<file path="src/rtl/fifo_sc_hs_reg_based_pkg.sv">
// rtl/fifo_sc_hs_reg_based_pkg.sv - shared helpers for the register-based handshake FIFO
package fifo_sc_hs_reg_based_pkg;

  // Ceiling log2, never below 1 so a 2-entry array still gets a 1-bit address.
  function automatic int func_log2(input int n);
    int r;
    r = 1;
    for (int i = 1; i < 31; i++) begin
      if ((1 << i) < n) r = i + 1;
    end
    return r;
  endfunction

  function automatic logic hs_fire(input logic val, input logic rdy);
    return val & rdy;
  endfunction

endpackage

</file>
<file path="src/rtl/fifo_sc_hs_reg_based_if.sv">
// rtl/fifo_sc_hs_reg_based_if.sv - handshake bundle between producer/consumer and the FIFO
interface fifo_sc_hs_reg_based_if #(
  parameter int SIZE    = 8,
  parameter int DATA_WD = 32
);
  localparam int SIZE_WD = fifo_sc_hs_reg_based_pkg::func_log2(SIZE);

  logic               flush_i;
  logic               wr_val_i;
  logic               wr_rdy_o;
  logic [DATA_WD-1:0] wr_dat_i;
  logic               rd_val_o;
  logic               rd_rdy_i;
  logic [DATA_WD-1:0] rd_dat_o;
  logic               afull_o;
  logic               aempty_o;
  logic [SIZE_WD:0]   wd_usd_o;

  modport master (
    output flush_i, wr_val_i, wr_dat_i, rd_rdy_i,
    input  wr_rdy_o, rd_val_o, rd_dat_o, afull_o, aempty_o, wd_usd_o
  );

  modport slave (
    input  flush_i, wr_val_i, wr_dat_i, rd_rdy_i,
    output wr_rdy_o, rd_val_o, rd_dat_o, afull_o, aempty_o, wd_usd_o
  );

endinterface

</file>
<file path="src/rtl/fifo_sc_hs_reg_based_ptr_wrap.sv">
// rtl/fifo_sc_hs_reg_based_ptr_wrap.sv - address counter wrapping at SIZE-1 (any SIZE)
module fifo_sc_hs_reg_based_ptr_wrap import fifo_sc_hs_reg_based_pkg::*; #(
  parameter int SIZE   = 8,
  parameter int ADR_WD = func_log2(SIZE)
) (
  input  logic              clk,
  input  logic              rstn,
  input  logic              i_inc,
  input  logic              i_clr,
  output logic [ADR_WD-1:0] o_adr
);

  localparam logic [ADR_WD-1:0] LAST_ADR = ADR_WD'(SIZE - 1);

  logic [ADR_WD-1:0] r_adr;

  always_ff @(posedge clk or negedge rstn) begin
    if (!rstn) begin
      r_adr <= '0;
    end else if (i_clr) begin
      r_adr <= '0;
    end else if (i_inc) begin
      r_adr <= (r_adr == LAST_ADR) ? '0 : r_adr + 1'b1;
    end
  end

  assign o_adr = r_adr;

endmodule

</file>
<file path="src/rtl/fifo_sc_hs_reg_based.sv">
// rtl/fifo_sc_hs_reg_based.sv - single-clock register FIFO, FWFT read with optional output register
module fifo_sc_hs_reg_based import fifo_sc_hs_reg_based_pkg::*; #(
  parameter int SIZE        = 8,
  parameter int DATA_WD     = 32,
  parameter int KNOB_REGOUT = 0,
  parameter int AFULL_LVL   = 6,
  parameter int AEMPT_LVL   = 1
) (
  input  logic                   clk,
  input  logic                   rstn,
  fifo_sc_hs_reg_based_if.slave  bus
);

  localparam int SIZE_WD = func_log2(SIZE);
  localparam int CAP     = SIZE + KNOB_REGOUT;

  localparam logic [SIZE_WD:0] CAP_V     = CAP[SIZE_WD:0];
  localparam logic [SIZE_WD:0] AFULL_THR = AFULL_LVL[SIZE_WD:0];
  localparam logic [SIZE_WD:0] AEMPT_THR = AEMPT_LVL[SIZE_WD:0];

  logic [DATA_WD-1:0] r_mem [SIZE];
  logic [SIZE_WD:0]   r_cnt;
  logic [SIZE_WD-1:0] w_wr_adr;
  logic [SIZE_WD-1:0] w_rd_adr;
  logic               w_wr_rdy;
  logic               w_push;
  logic               w_pop;
  logic               w_rd_inc;
  logic               w_rd_val;
  logic [DATA_WD-1:0] w_rd_dat;

  // Ready comes from the registered count only, so a pop never frees a slot in the same cycle.
  assign w_wr_rdy = (r_cnt != CAP_V);
  assign w_push   = hs_fire(bus.wr_val_i, w_wr_rdy) & ~bus.flush_i;
  assign w_pop    = hs_fire(w_rd_val, bus.rd_rdy_i) & ~bus.flush_i;

  fifo_sc_hs_reg_based_ptr_wrap #(.SIZE(SIZE), .ADR_WD(SIZE_WD)) u_wr_ptr (
    .clk   (clk),
    .rstn  (rstn),
    .i_inc (w_push),
    .i_clr (bus.flush_i),
    .o_adr (w_wr_adr)
  );

  fifo_sc_hs_reg_based_ptr_wrap #(.SIZE(SIZE), .ADR_WD(SIZE_WD)) u_rd_ptr (
    .clk   (clk),
    .rstn  (rstn),
    .i_inc (w_rd_inc),
    .i_clr (bus.flush_i),
    .o_adr (w_rd_adr)
  );

  always_ff @(posedge clk) begin
    if (w_push) r_mem[w_wr_adr] <= bus.wr_dat_i;
  end

  always_ff @(posedge clk or negedge rstn) begin
    if (!rstn) begin
      r_cnt <= '0;
    end else if (bus.flush_i) begin
      r_cnt <= '0;
    end else if (w_push && !w_pop) begin
      r_cnt <= r_cnt + 1'b1;
    end else if (w_pop && !w_push) begin
      r_cnt <= r_cnt - 1'b1;
    end
  end

  if (KNOB_REGOUT != 0) begin : g_regout
    logic               r_ovld;
    logic [DATA_WD-1:0] r_odat;
    logic               w_arr_ne;
    logic               w_load;

    // The count includes the output register, so the array is non-empty when count exceeds it.
    assign w_arr_ne = (r_cnt != {{SIZE_WD{1'b0}}, r_ovld});
    assign w_load   = w_arr_ne & (~r_ovld | w_pop) & ~bus.flush_i;

    always_ff @(posedge clk or negedge rstn) begin
      if (!rstn) begin
        r_ovld <= 1'b0;
        r_odat <= '0;
      end else if (bus.flush_i) begin
        r_ovld <= 1'b0;
      end else if (w_load) begin
        r_ovld <= 1'b1;
        r_odat <= r_mem[w_rd_adr];
      end else if (w_pop) begin
        r_ovld <= 1'b0;
      end
    end

    assign w_rd_inc = w_load;
    assign w_rd_val = r_ovld;
    assign w_rd_dat = r_odat;
  end else begin : g_comb
    assign w_rd_inc = w_pop;
    assign w_rd_val = (r_cnt != '0);
    assign w_rd_dat = r_mem[w_rd_adr];
  end

  assign bus.wr_rdy_o = w_wr_rdy;
  assign bus.rd_val_o = w_rd_val;
  assign bus.rd_dat_o = w_rd_dat;
  assign bus.wd_usd_o = r_cnt;
  assign bus.afull_o  = (r_cnt >= AFULL_THR);
  assign bus.aempty_o = (r_cnt <= AEMPT_THR);

`ifdef SIM_KNOB_DBG
  logic               r_dbg_hold;
  logic [DATA_WD-1:0] r_dbg_dat;

  always_ff @(posedge clk or negedge rstn) begin
    if (!rstn) begin
      r_dbg_hold <= 1'b0;
      r_dbg_dat  <= '0;
    end else begin
      if (SIZE < 2 || AFULL_LVL > CAP || AEMPT_LVL >= CAP) $finish;
      if (r_dbg_hold && (w_rd_dat != r_dbg_dat)) $finish;
      r_dbg_hold <= w_rd_val & ~bus.rd_rdy_i & ~bus.flush_i;
      r_dbg_dat  <= w_rd_dat;
    end
  end
`endif

endmodule
</file>
<file path="src/flat_wrapper.sv">
// flat-port wrapper written by rule: the top's interface ports become plain ports
module fifo_sc_hs_reg_based_flat import fifo_sc_hs_reg_based_pkg::*;
#(
  parameter int SIZE        = 8,
  parameter int DATA_WD     = 32,
  parameter int KNOB_REGOUT = 0,
  parameter int AFULL_LVL   = 6,
  parameter int AEMPT_LVL   = 1
)
  (clk, rstn, bus_flush_i, bus_wr_val_i, bus_wr_dat_i, bus_rd_rdy_i, bus_wr_rdy_o, bus_rd_val_o, bus_rd_dat_o, bus_afull_o, bus_aempty_o, bus_wd_usd_o);
  fifo_sc_hs_reg_based_if #(.SIZE(SIZE), .DATA_WD(DATA_WD)) bus_i ();
  input  logic clk;
  input  logic rstn;
  input wire logic [$bits(bus_i.flush_i)-1:0] bus_flush_i;
  input wire logic [$bits(bus_i.wr_val_i)-1:0] bus_wr_val_i;
  input wire logic [$bits(bus_i.wr_dat_i)-1:0] bus_wr_dat_i;
  input wire logic [$bits(bus_i.rd_rdy_i)-1:0] bus_rd_rdy_i;
  output wire logic [$bits(bus_i.wr_rdy_o)-1:0] bus_wr_rdy_o;
  output wire logic [$bits(bus_i.rd_val_o)-1:0] bus_rd_val_o;
  output wire logic [$bits(bus_i.rd_dat_o)-1:0] bus_rd_dat_o;
  output wire logic [$bits(bus_i.afull_o)-1:0] bus_afull_o;
  output wire logic [$bits(bus_i.aempty_o)-1:0] bus_aempty_o;
  output wire logic [$bits(bus_i.wd_usd_o)-1:0] bus_wd_usd_o;
  assign bus_i.flush_i = bus_flush_i;
  assign bus_i.wr_val_i = bus_wr_val_i;
  assign bus_i.wr_dat_i = bus_wr_dat_i;
  assign bus_i.rd_rdy_i = bus_rd_rdy_i;
  assign bus_wr_rdy_o = bus_i.wr_rdy_o;
  assign bus_rd_val_o = bus_i.rd_val_o;
  assign bus_rd_dat_o = bus_i.rd_dat_o;
  assign bus_afull_o = bus_i.afull_o;
  assign bus_aempty_o = bus_i.aempty_o;
  assign bus_wd_usd_o = bus_i.wd_usd_o;
  fifo_sc_hs_reg_based #(.SIZE(SIZE), .DATA_WD(DATA_WD), .KNOB_REGOUT(KNOB_REGOUT), .AFULL_LVL(AFULL_LVL), .AEMPT_LVL(AEMPT_LVL)) u_core (.clk(clk), .rstn(rstn), .bus(bus_i));
endmodule
</file>
<file path="config.mk">
export PLATFORM = sky130hd
export DESIGN_NAME = fifo_sc_hs_reg_based_flat
export DESIGN_NICKNAME = d
export VERILOG_FILES = /design/src/rtl/fifo_sc_hs_reg_based_pkg.sv /design/src/rtl/fifo_sc_hs_reg_based_if.sv /design/src/rtl/fifo_sc_hs_reg_based_ptr_wrap.sv /design/src/rtl/fifo_sc_hs_reg_based.sv /design/src/flat_wrapper.sv
export SDC_FILE = /design/constraint.sdc
export NUM_CORES = 1
export LEC_CHECK = 0
export CAP_MARGIN = 10
export CORE_UTILIZATION = 38
export DETAILED_ROUTE_END_ITERATION = 12
export DONT_BUFFER_PORTS = 1
export GPL_ROUTABILITY_DRIVEN = 0
export GPL_TIMING_DRIVEN = 0
export PLACE_DENSITY = 0.54
export SKIP_LAST_GASP = 1
export SLEW_MARGIN = 20
export SYNTH_ARGS = -nofsm -noshare
export SYNTH_HDL_FRONTEND = slang
export SYNTH_HIERARCHICAL = 1
export SYNTH_SLANG_ARGS = --single-unit
</file>
<file path="constraint.sdc">
create_clock -name clk -period 10.4 [get_ports clk]
set_input_delay 2.08 -clock clk [delete_from_list [all_inputs] [get_ports clk]]
set_output_delay 2.08 -clock clk [all_outputs]
set_load 0.005 [all_outputs]
</file>
==> impl_metrics.env <==
export IMPL_grt_pass1_wl_um=31100
export IMPL_drt_iter0_drc=276
export IMPL_maxCapViolCount=0
export IMPL_met3_usage=0.0364
export IMPL_required_ns=8.32
export IMPL_seq_area_frac_synth=0.767
export IMPL_regToRegEndpoint="u_core/r_mem[1][15]"
export IMPL_slew_violations=0
export IMPL_wl_per_cell_um=23.5
export IMPL_finish_instance_area_um2=12000
export IMPL_path_max_fanout=10
export IMPL_cts_root_buf="clkbuf_16"
export IMPL_powerDensity_nw_per_um2=208
export IMPL_tightest_slew_ns=0.813
export IMPL_ys_flop_type="edfxtp_1"
export IMPL_clock_latency_ns=0.53
export IMPL_overflow=0
export IMPL_yosys_area_top_type="edfxtp_1"
export IMPL_place_hpwl_um=13400
export IMPL_area_growth_synth_to_final_pct=16.1
export IMPL_cp_start_kind="register"
export IMPL_antenna_cells=0
export IMPL_synthDistinctLibCells=32
export IMPL_synthArstFlopShare=0.0376
export IMPL_die_x_um=167
export IMPL_postSynthCellCount=454
export IMPL_first_pass_iters=4
export IMPL_rr_startpoint="u_core/bus.wd_usd_o[1]"
export IMPL_rows=60
export IMPL_htree_levels=1
export IMPL_grt_use_total=0.152
export IMPL_grt_max_degree=18
export IMPL_finalClockSkew_ns=0.0129
export IMPL_syn_area_per_cell_um2=22.8
export IMPL_ctsHoldBuffers=0
export IMPL_finalSetupViolations=0
export IMPL_cts_resized=0
export IMPL_reg2regPathDepth=10
export IMPL_status="finished clean"
export IMPL_hold_violations=0
export IMPL_met2_usage=0.262
export IMPL_place_area_um2=11100
export IMPL_die_h_um=167
export IMPL_critPathCaptureType="output pin"
export IMPL_worstSetupPathType="reg2out"
export IMPL_num_io_pins=77
export IMPL_clock_fmax_mhz=215
export IMPL_synth_area_um2=10300
export IMPL_path_clk_slew_ns=0.06
export IMPL_leakagePower_nw=3.81
export IMPL_synth_seq_cells=266
export IMPL_whs_endpoint="u_core/u_rd_ptr/o_adr[2]"
export IMPL_multi_input_area_um2=2370
export IMPL_drcViolationCount=0
export IMPL_fin_crit_sh=0.446
export IMPL_hp_start="u_core/u_rd_ptr/o_adr[2]"
export IMPL_utilization=0.448
export IMPL_ys_warn_count=6
export IMPL_clk_path_buf_depth=3
export IMPL_min_path_type="reg2reg"
export IMPL_grt_pass1_vias=5086
export IMPL_post_cts_buffers=0
export IMPL_synth_common_cells="edfxtp_1 (256), mux4_2 (64), mux2_2 (33), nor2_1 (13), dfrtp_1 (10)"
export IMPL_netlist_top_cells_area="edfxtp_1 (74%), mux4_2 (14%), mux2_2 (3.6%), dfrtp_1 (2.4%), ha_1 (1.1%)"
export IMPL_seq_area_um2=7940
export IMPL_core_area_um2=26800
export IMPL_antenna_violating_nets_post_route=0
export IMPL_nets=558
export IMPL_cts_tree="built"
export IMPL_top_usage_layer="met2"
export IMPL_whs_path_depth=2
export IMPL_start_util=0.386
export IMPL_totalWireLength_um=20500
export IMPL_cts_buffers=28
export IMPL_finalSetupTns_ns=0
export IMPL_synthesis_nets=500
export IMPL_peakVddDrop_mv=0.119
export IMPL_synth_top_area_frac=0.743
export IMPL_synth_enable_flop_cells=256
export IMPL_layout_drive_gt1_share=0.350
export IMPL_ff2ff_setup_slack_ns=7.40
export IMPL_cts_sinks=266
export IMPL_slew_headroom=0.458
export IMPL_rsz0062_at_grt="no"
export IMPL_cp_arrival_ns=2.56
export IMPL_num_vias=4577
export IMPL_period_needed_ns=4.64
export IMPL_fill_cells=2217
export IMPL_use_met1=0.191
export IMPL_yosysMostFrequentCell="edfxtp_1"
export IMPL_antenna_found_initial=0
export IMPL_port_buffer_count=0
export IMPL_die_area_um2=27900
export IMPL_via_per_inst=5.23
-- metal layers --
metal  up-vias  part of all wire
li1       2024                 -
met3        31             0.053
met5         -                 0
met1      2431              0.42
met2        91              0.51
met4         0             0.020
-- through the flow --
step / total power [mW] / setup slack (ns) / std cells / hold slack, ns
after floorplan: 1.47 / 4.57 / 454 / 0.507
after global placement: 1.54 / 1.11 / 795 / 0.536
after detailed placement: 1.55 / 6.27 / 823 / 0.560
after CTS: 2.53 / 5.72 / 875 / 0.576
after global routing: 2.60 / 5.64 / 875 / 0.617
final: 2.50 / 5.76 / 875 / 0.564
-- worst max path at each step --
stage | from | to | slack (ns) | cells past startpoint
2_1_floorplan | bus_flush_i | u_core/r_mem[0][0] | 4.57 | 2
3_3_place_gp | bus_flush_i | u_core/r_mem[0][14] | 1.11 | 2
3_5_place_dp | bus_flush_i | u_core/r_mem[3][15] | 6.27 | 5
4_1_cts | u_core/u_rd_ptr/o_adr[1] | bus_rd_dat_o[21] | 5.72 | 4
5_1_grt | u_core/u_rd_ptr/o_adr[1] | bus_rd_dat_o[21] | 5.64 | 4
6_report | u_core/u_rd_ptr/o_adr[1] | bus_rd_dat_o[21] | 5.76 | 4
-- layout by cell type, fill, tap and decap left out, types with 2 or more instances in the layout --
| master | instances |
|---|---|
| nor3_2 | 4 |
| nor2b_1 | 3 |
| nor2_4 | 3 |
| clkinv_1 | 8 |
| clkinv_2 | 6 |
| buf_6 | 4 |
| ha_1 | 9 |
| o21ai_0 | 2 |
| bufinv_16 | 4 |
| buf_2 | 11 |
| a21oi_2 | 3 |
| clkbuf_16 | 28 |
| clkbuf_1 | 13 |
| nand3b_4 | 2 |
| nand2b_1 | 6 |
| edfxtp_1 | 256 |
| nor2_1 | 10 |
| nand2_1 | 6 |
| or3b_1 | 2 |
| inv_1 | 3 |
| mux2_2 | 33 |
| dfrtp_1 | 10 |
| nor3_1 | 2 |
| buf_4 | 18 |
| buf_16 | 3 |
| nand3_1 | 3 |
| mux2i_1 | 4 |
| mux4_2 | 64 |
-- layout make-up --
| cell class | count | share of cell area |
|---|---|---|
| inverter | 3 | 0.000937 |
| sequential | 266 | 0.660 |
| timing repair buffer | 28 | 0.0229 |
| multi-input combinational | 167 | 0.197 |
| clock buffer | 32 | 0.0596 |
| clock inverter | 20 | 0.0170 |
| buffer | 18 | 0.00666 |
| tap | 341 | 0.0355 |
-- critical path, cell delays in order (launching register included) --
cell and delay, ns:
dfrtp_1 0.37, buf_2 0.28, clkbuf_1 0.66, mux4_2 0.40
mux2_2 0.33
-- cells by family after synthesis --
family          after synthesis  synth area share
compound gates               11           0.00810
xor+xnor                      1          0.000847
fa+ha+maj                     9            0.0109
buf+inv                      21           0.00883
flops                       266             0.767
mux                         102             0.180
simple gates                 44            0.0241
-- report_power, final --
group          total, mW  leakage, nW  switching, mW  internal (mW)
clock network      0.986        0.449          0.395          0.591
registers           1.23         2.45         0.0239           1.20
logic              0.290        0.911          0.143          0.147
-- sequential cells by signal, summed over array words and instances, names as in the netlist --
name / flops
u_core/u_wr_ptr/o_adr: 3
u_core/r_mem: 256
u_core/u_rd_ptr/o_adr: 3
u_core/bus.wd_usd_o: 4
Power figures use the tool's default switching activity.
